--- config.mk ---
export PLATFORM = sky130hd
export DESIGN_NAME = inst_cache_flat
export DESIGN_NICKNAME = d
export VERILOG_FILES = /design/src/rtl/inst_cache_pkg.sv /design/src/rtl/inst_cache_if.sv /design/src/rtl/icache_store.sv /design/src/rtl/inst_cache.sv /design/src/flat_wrapper.sv
export SDC_FILE = /design/constraint.sdc
export NUM_CORES = 2
export LEC_CHECK = 0
export BUFFER_PORTS_ARGS = -buffer_cell sky130_fd_sc_hd__buf_2
export CORE_ASPECT_RATIO = 0.6
export CORE_MARGIN = 8
export CORE_UTILIZATION = 40
export CTS_BUF_LIST = sky130_fd_sc_hd__clkbuf_8
export CTS_CLUSTER_SIZE = 20
export DETAILED_ROUTE_END_ITERATION = 16
export GPL_ROUTABILITY_DRIVEN = 0
export PLACE_DENSITY_LB_ADDON = 0.05
export SLEW_MARGIN = 0
export SYNTH_ARGS = -nofsm -noshare
export SYNTH_HDL_FRONTEND = slang
export SYNTH_SLANG_ARGS = --single-unit
--- constraint.sdc ---
create_clock -name clk -period 5 [get_ports clk]
set_input_delay 0.5 -clock clk [delete_from_list [all_inputs] [get_ports clk]]
set_output_delay 0.5 -clock clk [all_outputs]
set_load 0.02 [all_outputs]
--- src/rtl/inst_cache_pkg.sv ---
// Shared types and default geometry for the direct-mapped instruction cache.
// Optional statistics counters are enabled by defining INST_CACHE_STAT_EN.
package inst_cache_pkg;

  localparam int unsigned InstAddrWidth   = 32;
  localparam int unsigned InstDataWidth   = 32;
  localparam int unsigned ICacheIndexBits = 6;
  localparam int unsigned ICacheTagWidth  = InstAddrWidth - ICacheIndexBits - 2;
  localparam int unsigned StatWidth       = 32;

  typedef logic [InstAddrWidth-1:0]  InstAddrBus;
  typedef logic [InstDataWidth-1:0]  InstBus;
  typedef logic [ICacheTagWidth-1:0] ICacheTagBus;

  typedef enum logic {
    ICacheIdle = 1'b0,
    ICacheMiss = 1'b1
  } icache_state_e;

endpackage

--- src/rtl/inst_cache_if.sv ---
// Fetch-side and memory-side signals of the instruction cache.
// Counter outputs exist only when INST_CACHE_STAT_EN is defined.
interface inst_cache_if #(
  parameter int unsigned ADDR_WIDTH = 32,
  parameter int unsigned DATA_WIDTH = 32
);
  logic                  if_req_i;
  logic [ADDR_WIDTH-1:0] if_addr_i;
  logic                  if_ready_o;
  logic [DATA_WIDTH-1:0] if_inst_o;
  logic                  flush_i;
  logic                  mem_req_o;
  logic [ADDR_WIDTH-1:0] mem_addr_o;
  logic                  mem_valid_i;
  logic [DATA_WIDTH-1:0] mem_data_i;
`ifdef INST_CACHE_STAT_EN
  logic [31:0]           hit_cnt_o;
  logic [31:0]           miss_cnt_o;
`endif

  modport master (
    output if_req_i, if_addr_i, flush_i, mem_valid_i, mem_data_i,
`ifdef INST_CACHE_STAT_EN
    input  hit_cnt_o, miss_cnt_o,
`endif
    input  if_ready_o, if_inst_o, mem_req_o, mem_addr_o
  );

  modport slave (
    input  if_req_i, if_addr_i, flush_i, mem_valid_i, mem_data_i,
`ifdef INST_CACHE_STAT_EN
    output hit_cnt_o, miss_cnt_o,
`endif
    output if_ready_o, if_inst_o, mem_req_o, mem_addr_o
  );
endinterface

--- src/rtl/icache_store.sv ---
// Line storage for the instruction cache: valid vector, tag and data arrays.
// Combinational read port, synchronous write and clear-all.
module icache_store #(
  parameter int unsigned INDEX_BITS = 6,
  parameter int unsigned TAG_WIDTH  = 24,
  parameter int unsigned DATA_WIDTH = 32
) (
  input  logic                  clk,
  input  logic                  rst,
  input  logic                  clear,
  input  logic                  we,
  input  logic [INDEX_BITS-1:0] wr_index,
  input  logic [TAG_WIDTH-1:0]  wr_tag,
  input  logic [DATA_WIDTH-1:0] wr_data,
  input  logic [INDEX_BITS-1:0] rd_index,
  output logic                  rd_valid_c,
  output logic [TAG_WIDTH-1:0]  rd_tag_c,
  output logic [DATA_WIDTH-1:0] rd_data_c
);
  localparam int unsigned Lines = 2 ** INDEX_BITS;

  logic [Lines-1:0]      valid;
  logic [TAG_WIDTH-1:0]  tags  [Lines];
  logic [DATA_WIDTH-1:0] datas [Lines];

  // Clear takes priority over a same-cycle write.
  always_ff @(posedge clk or posedge rst) begin
    if (rst) begin
      valid <= '0;
    end else if (clear) begin
      valid <= '0;
    end else if (we) begin
      valid[wr_index] <= 1'b1;
    end
  end

  always_ff @(posedge clk) begin
    if (we) begin
      tags[wr_index]  <= wr_tag;
      datas[wr_index] <= wr_data;
    end
  end

  assign rd_valid_c = valid[rd_index];
  assign rd_tag_c   = tags[rd_index];
  assign rd_data_c  = datas[rd_index];
endmodule

--- src/rtl/inst_cache.sv ---
// Direct-mapped, one-word-per-line instruction cache with flush and miss fill.
// Define INST_CACHE_STAT_EN to add hit/miss counters.
module inst_cache
  import inst_cache_pkg::*;
#(
  parameter int unsigned ADDR_WIDTH = InstAddrWidth,
  parameter int unsigned DATA_WIDTH = InstDataWidth,
  parameter int unsigned INDEX_BITS = ICacheIndexBits
) (
  input logic         clk,
  input logic         rst,
  inst_cache_if.slave bus
);
  localparam int unsigned TagWidth = ADDR_WIDTH - INDEX_BITS - 2;

  icache_state_e         state;
  logic                  drop;
  logic [INDEX_BITS-1:0] req_index;
  logic [TagWidth-1:0]   req_tag;
  logic [INDEX_BITS-1:0] fill_index;
  logic [TagWidth-1:0]   fill_tag;
  logic                  rd_valid_c;
  logic [TagWidth-1:0]   rd_tag_c;
  logic [DATA_WIDTH-1:0] rd_data_c;
  logic                  hit_c;
  logic                  accept_c;
  logic                  fill_we_c;
  logic                  unused_addr_bits;

  assign req_index  = bus.if_addr_i[INDEX_BITS+1:2];
  assign req_tag    = bus.if_addr_i[ADDR_WIDTH-1:INDEX_BITS+2];
  assign fill_index = bus.mem_addr_o[INDEX_BITS+1:2];
  assign fill_tag   = bus.mem_addr_o[ADDR_WIDTH-1:INDEX_BITS+2];
  assign unused_addr_bits = ^{bus.if_addr_i[1:0], bus.mem_addr_o[1:0]};

  // The ready cycle still carries the old address, so it must not re-accept.
  assign accept_c  = bus.if_req_i && !bus.if_ready_o && !bus.flush_i;
  assign hit_c     = rd_valid_c && (rd_tag_c == req_tag);
  assign fill_we_c = (state == ICacheMiss) && bus.mem_valid_i && !drop && !bus.flush_i;

  icache_store #(
    .INDEX_BITS (INDEX_BITS),
    .TAG_WIDTH  (TagWidth),
    .DATA_WIDTH (DATA_WIDTH)
  ) u_store (
    .clk        (clk),
    .rst        (rst),
    .clear      (bus.flush_i),
    .we         (fill_we_c),
    .wr_index   (fill_index),
    .wr_tag     (fill_tag),
    .wr_data    (bus.mem_data_i),
    .rd_index   (req_index),
    .rd_valid_c (rd_valid_c),
    .rd_tag_c   (rd_tag_c),
    .rd_data_c  (rd_data_c)
  );

  always_ff @(posedge clk or posedge rst) begin
    if (rst) begin
      state          <= ICacheIdle;
      drop           <= 1'b0;
      bus.if_ready_o <= 1'b0;
      bus.if_inst_o  <= '0;
      bus.mem_req_o  <= 1'b0;
      bus.mem_addr_o <= '0;
`ifdef INST_CACHE_STAT_EN
      bus.hit_cnt_o  <= '0;
      bus.miss_cnt_o <= '0;
`endif
    end else begin
      bus.if_ready_o <= 1'b0;
      case (state)
        ICacheIdle: begin
          if (accept_c) begin
            if (hit_c) begin
              bus.if_ready_o <= 1'b1;
              bus.if_inst_o  <= rd_data_c;
`ifdef INST_CACHE_STAT_EN
              bus.hit_cnt_o  <= bus.hit_cnt_o + 32'd1;
`endif
            end else begin
              bus.mem_req_o  <= 1'b1;
              bus.mem_addr_o <= {bus.if_addr_i[ADDR_WIDTH-1:2], 2'b00};
              state          <= ICacheMiss;
`ifdef INST_CACHE_STAT_EN
              bus.miss_cnt_o <= bus.miss_cnt_o + 32'd1;
`endif
            end
          end
        end
        ICacheMiss: begin
          // A flushed fill still has to drain its memory response.
          if (bus.mem_valid_i) begin
            bus.mem_req_o <= 1'b0;
            drop          <= 1'b0;
            state         <= ICacheIdle;
            if (!drop && !bus.flush_i) begin
              bus.if_ready_o <= 1'b1;
              bus.if_inst_o  <= bus.mem_data_i;
            end
          end else if (bus.flush_i) begin
            drop <= 1'b1;
          end
        end
        default: state <= ICacheIdle;
      endcase
    end
  end
endmodule
--- src/flat_wrapper.sv ---
// flat-port wrapper written by rule: the top's interface ports become plain ports
module inst_cache_flat import inst_cache_pkg::*;
#(
  parameter int unsigned ADDR_WIDTH = InstAddrWidth,
  parameter int unsigned DATA_WIDTH = InstDataWidth,
  parameter int unsigned INDEX_BITS = ICacheIndexBits
)
  (clk, rst, bus_if_req_i, bus_if_addr_i, bus_flush_i, bus_mem_valid_i, bus_mem_data_i, bus_if_ready_o, bus_if_inst_o, bus_mem_req_o, bus_mem_addr_o);
  inst_cache_if #(.ADDR_WIDTH(ADDR_WIDTH), .DATA_WIDTH(DATA_WIDTH)) bus_i ();
  input logic clk;
  input logic rst;
  input wire logic [$bits(bus_i.if_req_i)-1:0] bus_if_req_i;
  input wire logic [$bits(bus_i.if_addr_i)-1:0] bus_if_addr_i;
  input wire logic [$bits(bus_i.flush_i)-1:0] bus_flush_i;
  input wire logic [$bits(bus_i.mem_valid_i)-1:0] bus_mem_valid_i;
  input wire logic [$bits(bus_i.mem_data_i)-1:0] bus_mem_data_i;
  output wire logic [$bits(bus_i.if_ready_o)-1:0] bus_if_ready_o;
  output wire logic [$bits(bus_i.if_inst_o)-1:0] bus_if_inst_o;
  output wire logic [$bits(bus_i.mem_req_o)-1:0] bus_mem_req_o;
  output wire logic [$bits(bus_i.mem_addr_o)-1:0] bus_mem_addr_o;
  assign bus_i.if_req_i = bus_if_req_i;
  assign bus_i.if_addr_i = bus_if_addr_i;
  assign bus_i.flush_i = bus_flush_i;
  assign bus_i.mem_valid_i = bus_mem_valid_i;
  assign bus_i.mem_data_i = bus_mem_data_i;
  assign bus_if_ready_o = bus_i.if_ready_o;
  assign bus_if_inst_o = bus_i.if_inst_o;
  assign bus_mem_req_o = bus_i.mem_req_o;
  assign bus_mem_addr_o = bus_i.mem_addr_o;
  inst_cache #(.ADDR_WIDTH(ADDR_WIDTH), .DATA_WIDTH(DATA_WIDTH), .INDEX_BITS(INDEX_BITS)) u_core (.clk(clk), .rst(rst), .bus(bus_i));
endmodule
==> summary.md <==
| Metric | Value |
|---|---|
| Post-synth ARST share | `3.500%` |
| Routed length per instance | `39.79 um` |
| Synthesis-to-layout area growth | `14.67%` |
| Crit-path cells | `dlygate4sd3_1 -> buf_6 -> nor2_1 -> buf_4 -> inv_1 -> o22ai_1 -> a31oi_1 -> xor2_1 -> a21oi_1 -> buf_4 -> and4_1 -> buf_4 -> a21boi_4 -> buf_12 -> mux2_2` |
| Crit path launch type | `primary input` |
| Hold Vio Cnt, Final | `0` |
| Crit path max-delay cell type | `xor2_1` |
| Top-level port count | `135` |
| Core Util, Final | `45.92%` |
| Commonest non-fill, non-tap cell in the layout | `edfxtp_1` |
| Max cap viols | `0` |
| Die height | `478.6 um` |
| First-pass GRT wire length | `about 650 mm` |
| Cell count after synthesis | `6153` |
| Clock power frac | `37.0%` |
| NetSw | `15.71 mW` |
| Post-synth EDFFs | `3584` |
| Vias in the first global route | `71.88k` |
| Gr busiest metal | `met1` |
| Status | `finished clean` |
| Most frequent cells in the layout | `edfxtp_1, mux4_2, clkbuf_8` |
| Final Routed Wirelength | `484.4 mm` |
| CP Data Required Time | `5940 ps` |
| Worst-Skew Late Latency | `1090 ps` |
| Iter 0 DRT Violations | `9533` |
| Primary FF master, synth | `edfxtp_1` |
| Min-delay worst type | `in2reg` |
| WHS Path Cells | `2` |
| GR met2 Demand/Resource | `a little over a third` |
| RSZ-0062 raised after global routing | `false` |
| Num CTS Buffers | `577` |
| Total grt overflow | `0` |
| Average cell area after synthesis | `23.19 um2` |
| Via Count | `73.22k` |
| VDD IR-drop max | `between 200 and 250 uV` |
| CTS tree | `done` |
| Die W | `approximately 790 um` |
| Leak pwr | `52.39 nW` |
| NumNets Final | `7054` |
| Area of the mapped netlist | `0.1427 mm2` |
| Crit path kind | `in2reg` |
| Initial Util | `40.05%` |
| Fin crit period | `4560 ps` |
| Post-DP HPWL | `255.5 mm` |
| Fraction of the cycle the final worst path needs | `91.19%` |
| Combinational share of power | `7.3%` |
| PwrDens | `392.3 mW/mm2` |
| Antenna violations before repair | `39` |
| Critical path's largest stage delay | `770 ps` |
| Max-slew violations | `0` |
| Worst-path clk slew | `60 ps` |
| Worst reg-to-reg path cell count | `12` |
| Layout cells sized above 1 | `32.78%` |
| Critical Path End Type | `register` |
| Slew Limit Headroom | `between 10% and 20%` |
| Setup skew after layout | `71.08 ps` |
| DRC | `0` |
| PortBufs | `130` |
| Depth of the CTS H-tree | `6` |
| Std-Cell Rows | `170` |
| Clk root buf | `clkbuf_8` |
| Drt first pass iters | `5` |
| CP most frequent cell | `buf_4` |
| Die area | `0.3767 mm2` |
| Syn. warnings | `0` |
| Critical path arrival | `between 5000 and 6000 ps` |
| M3 GR Usage | `under 10%` |
| Synthesized flop and latch total | `between 3k and 4k` |
| Power share of the sequential group | `55.6%` |
| Crit path max fanout | `19` |
| Sequential-to-total area share from yosys stat | `between 70 and 80%` |
| Power Internal | `48.47 mW` |
| Pwr Total | `64.18 mW` |
| ANT nets after route | `0` |
| Core ar. | `0.3563 mm2` |
| Worst Tran Pin Value | `1341 ps` |
| DP Area | `0.1528 mm2` |
| PostCTS Resize Cnt | `0` |
| GRT Util Overall | `between 20% and 30%` |
| Final worst setup slack | `440.3 ps` |
| Sw Share | `24.48%` |
| F_max | `219.3 MHz` |
| Clk buf depth | `4` |
| Pre-CTS WS | `-95.26 ps` |
| Clock Sinks | `between 3k and 4k` |
| Largest net degree at the start of global routing | `127` |
| GRT met1 Usage | `38.99%` |
| Post-route cell area | `roughly 0.16 mm2` |
| Yosys cell types | `74` |
| # setup viols final | `0` |
| Via density | `6.014` |
## critical path, delay by kind of cell
family | cells | cell delay, ps
xor gates and xnor gates | 1 | 770
AOI/OAI and AO/OA | 4 | 1230
muxes | 1 | 350
buffers and inverters | 7 | 2210
and+or+nand+nor | 2 | 360
## final cells by class
| class | instances | area, um2 |
|---|---|---|
| fill | 29750 | 192700 |
| multi-input combinational | 2034 | 30330 |
| inverter | 61 | 247.7 |
| tap | 4730 | 5918 |
| timing repair buffer | 597 | 5823 |
| clock buffer | 606 | 8341 |
| clock inverter | 411 | 1996 |
| sequential | 3714 | 110900 |
| antenna | 22 | 55.05 |
## through the flow
stage	TNS, ps	hold slack, ps	cells
after global placement	-4996	455.7	11100
after detailed placement	-3586	468.8	11100
after floorplan	0	460.8	6154
after CTS	0	1.389	12150
final	0	137.5	12180
after global routing	0	89.99	12160
## state kept, by name, summed over array words and instances, names as in the netlist
register	count
u_core.u_store.datas	2048
u_core.u_store.tags	1536
u_core.u_store.valid	64
u_core.bus.if_inst_o	32
u_core.bus.mem_addr_o	30
u_core.bus.if_ready_o	1
u_core.bus.mem_req_o	1
u_core.drop	1
u_core.state	1
## cells by family after synthesis
group,count (synthesis),share of synthesized area [%]
compound gates,316,1.527
buf+inv,406,1.393
flops,3714,77.71
xor+xnor,24,0.1473
simple gates,397,1.350
other cells,1,0.002628
mux,1295,17.87
## power groups by stage
stage | registers [mW] | logic, mW | clock network [mW]
floorplan | 36.7 | 1.94 | 0
global placement | 36.3 | 4.64 | 0
detailed placement | 36.4 | 4.72 | 0
CTS | 35.7 | 4.75 | 24.4
global route | 35.7 | 4.98 | 25.6
finish | 35.7 | 4.71 | 23.8
## cells in the mapped netlist (4+ instances only)
library cell,n,share of area [%]
mux2_2,85,0.67
nor4_1,18,0.079
clkbuf_1,128,0.34
and4b_1,5,0.035
o31ai_1,4,0.021
o21ai_0,27,0.095
mux2_1,33,0.26
a2111oi_0,6,0.037
a22o_1,6,0.037
a22oi_1,51,0.27
nor3_1,19,0.067
a211oi_1,17,0.089
dfrtp_1,130,2.3
and2_1,10,0.044
a31oi_1,4,0.018
a221oi_1,16,0.098
nand4_1,20,0.088
buf_2,138,0.48
nor2_1,118,0.31
buf_6,24,0.19
a21oi_1,37,0.13
and3_1,4,0.018
o211ai_1,5,0.026
nand2b_1,6,0.026
buf_1,25,0.066
xnor2_1,18,0.11
xor2_1,6,0.037
o22ai_1,107,0.47
mux4_2,990,16
edfxtp_1,3584,75
nand3_1,49,0.17
buf_4,29,0.15
a32oi_1,7,0.043
inv_1,57,0.15
or3_1,4,0.018
nand2_1,101,0.27
nand3b_1,4,0.021
mux2i_1,187,1.3
nor2b_1,22,0.096
## what timing repair did
item / 4_1_cts / 5_1_grt
hold buffers: 41 / 0
endpoints found under the hold margin: 419 / 0
buffers inserted: 0 / 0
## layer usage
metal  routed length, um  vias to the layer above
met4                9458                        7
met5                 100                        -
met1              222600                    41050
met3               42910                      582
li1                    -                    28040
met2              209400                     3537
## path summary, 6_finish.rpt
path	startpoint	slack, ps	end
worst max-delay path	bus_if_addr_i[6]	440	u_core.bus.mem_addr_o[23]$_DFFE_PP0P_
worst min-delay path	bus_mem_data_i[3]	140	u_core.u_store.datas[24][3]$_DFFE_PP_
worst max register to register	u_core.u_store.tags[23][7]$_DFFE_PP_	660	u_core.bus.mem_addr_o[10]$_DFFE_PP0P_
worst min register to register	u_core.bus.mem_req_o$_DFFE_PP0P_	490	u_core.bus.mem_req_o$_DFFE_PP0P_
max in group asynchronous	rst	2950	u_core.state$_DFF_PP0_
min in group asynchronous	rst	670	u_core.bus.if_inst_o[14]$_DFFE_PP0P_
(Power assumes the default switching activity.)
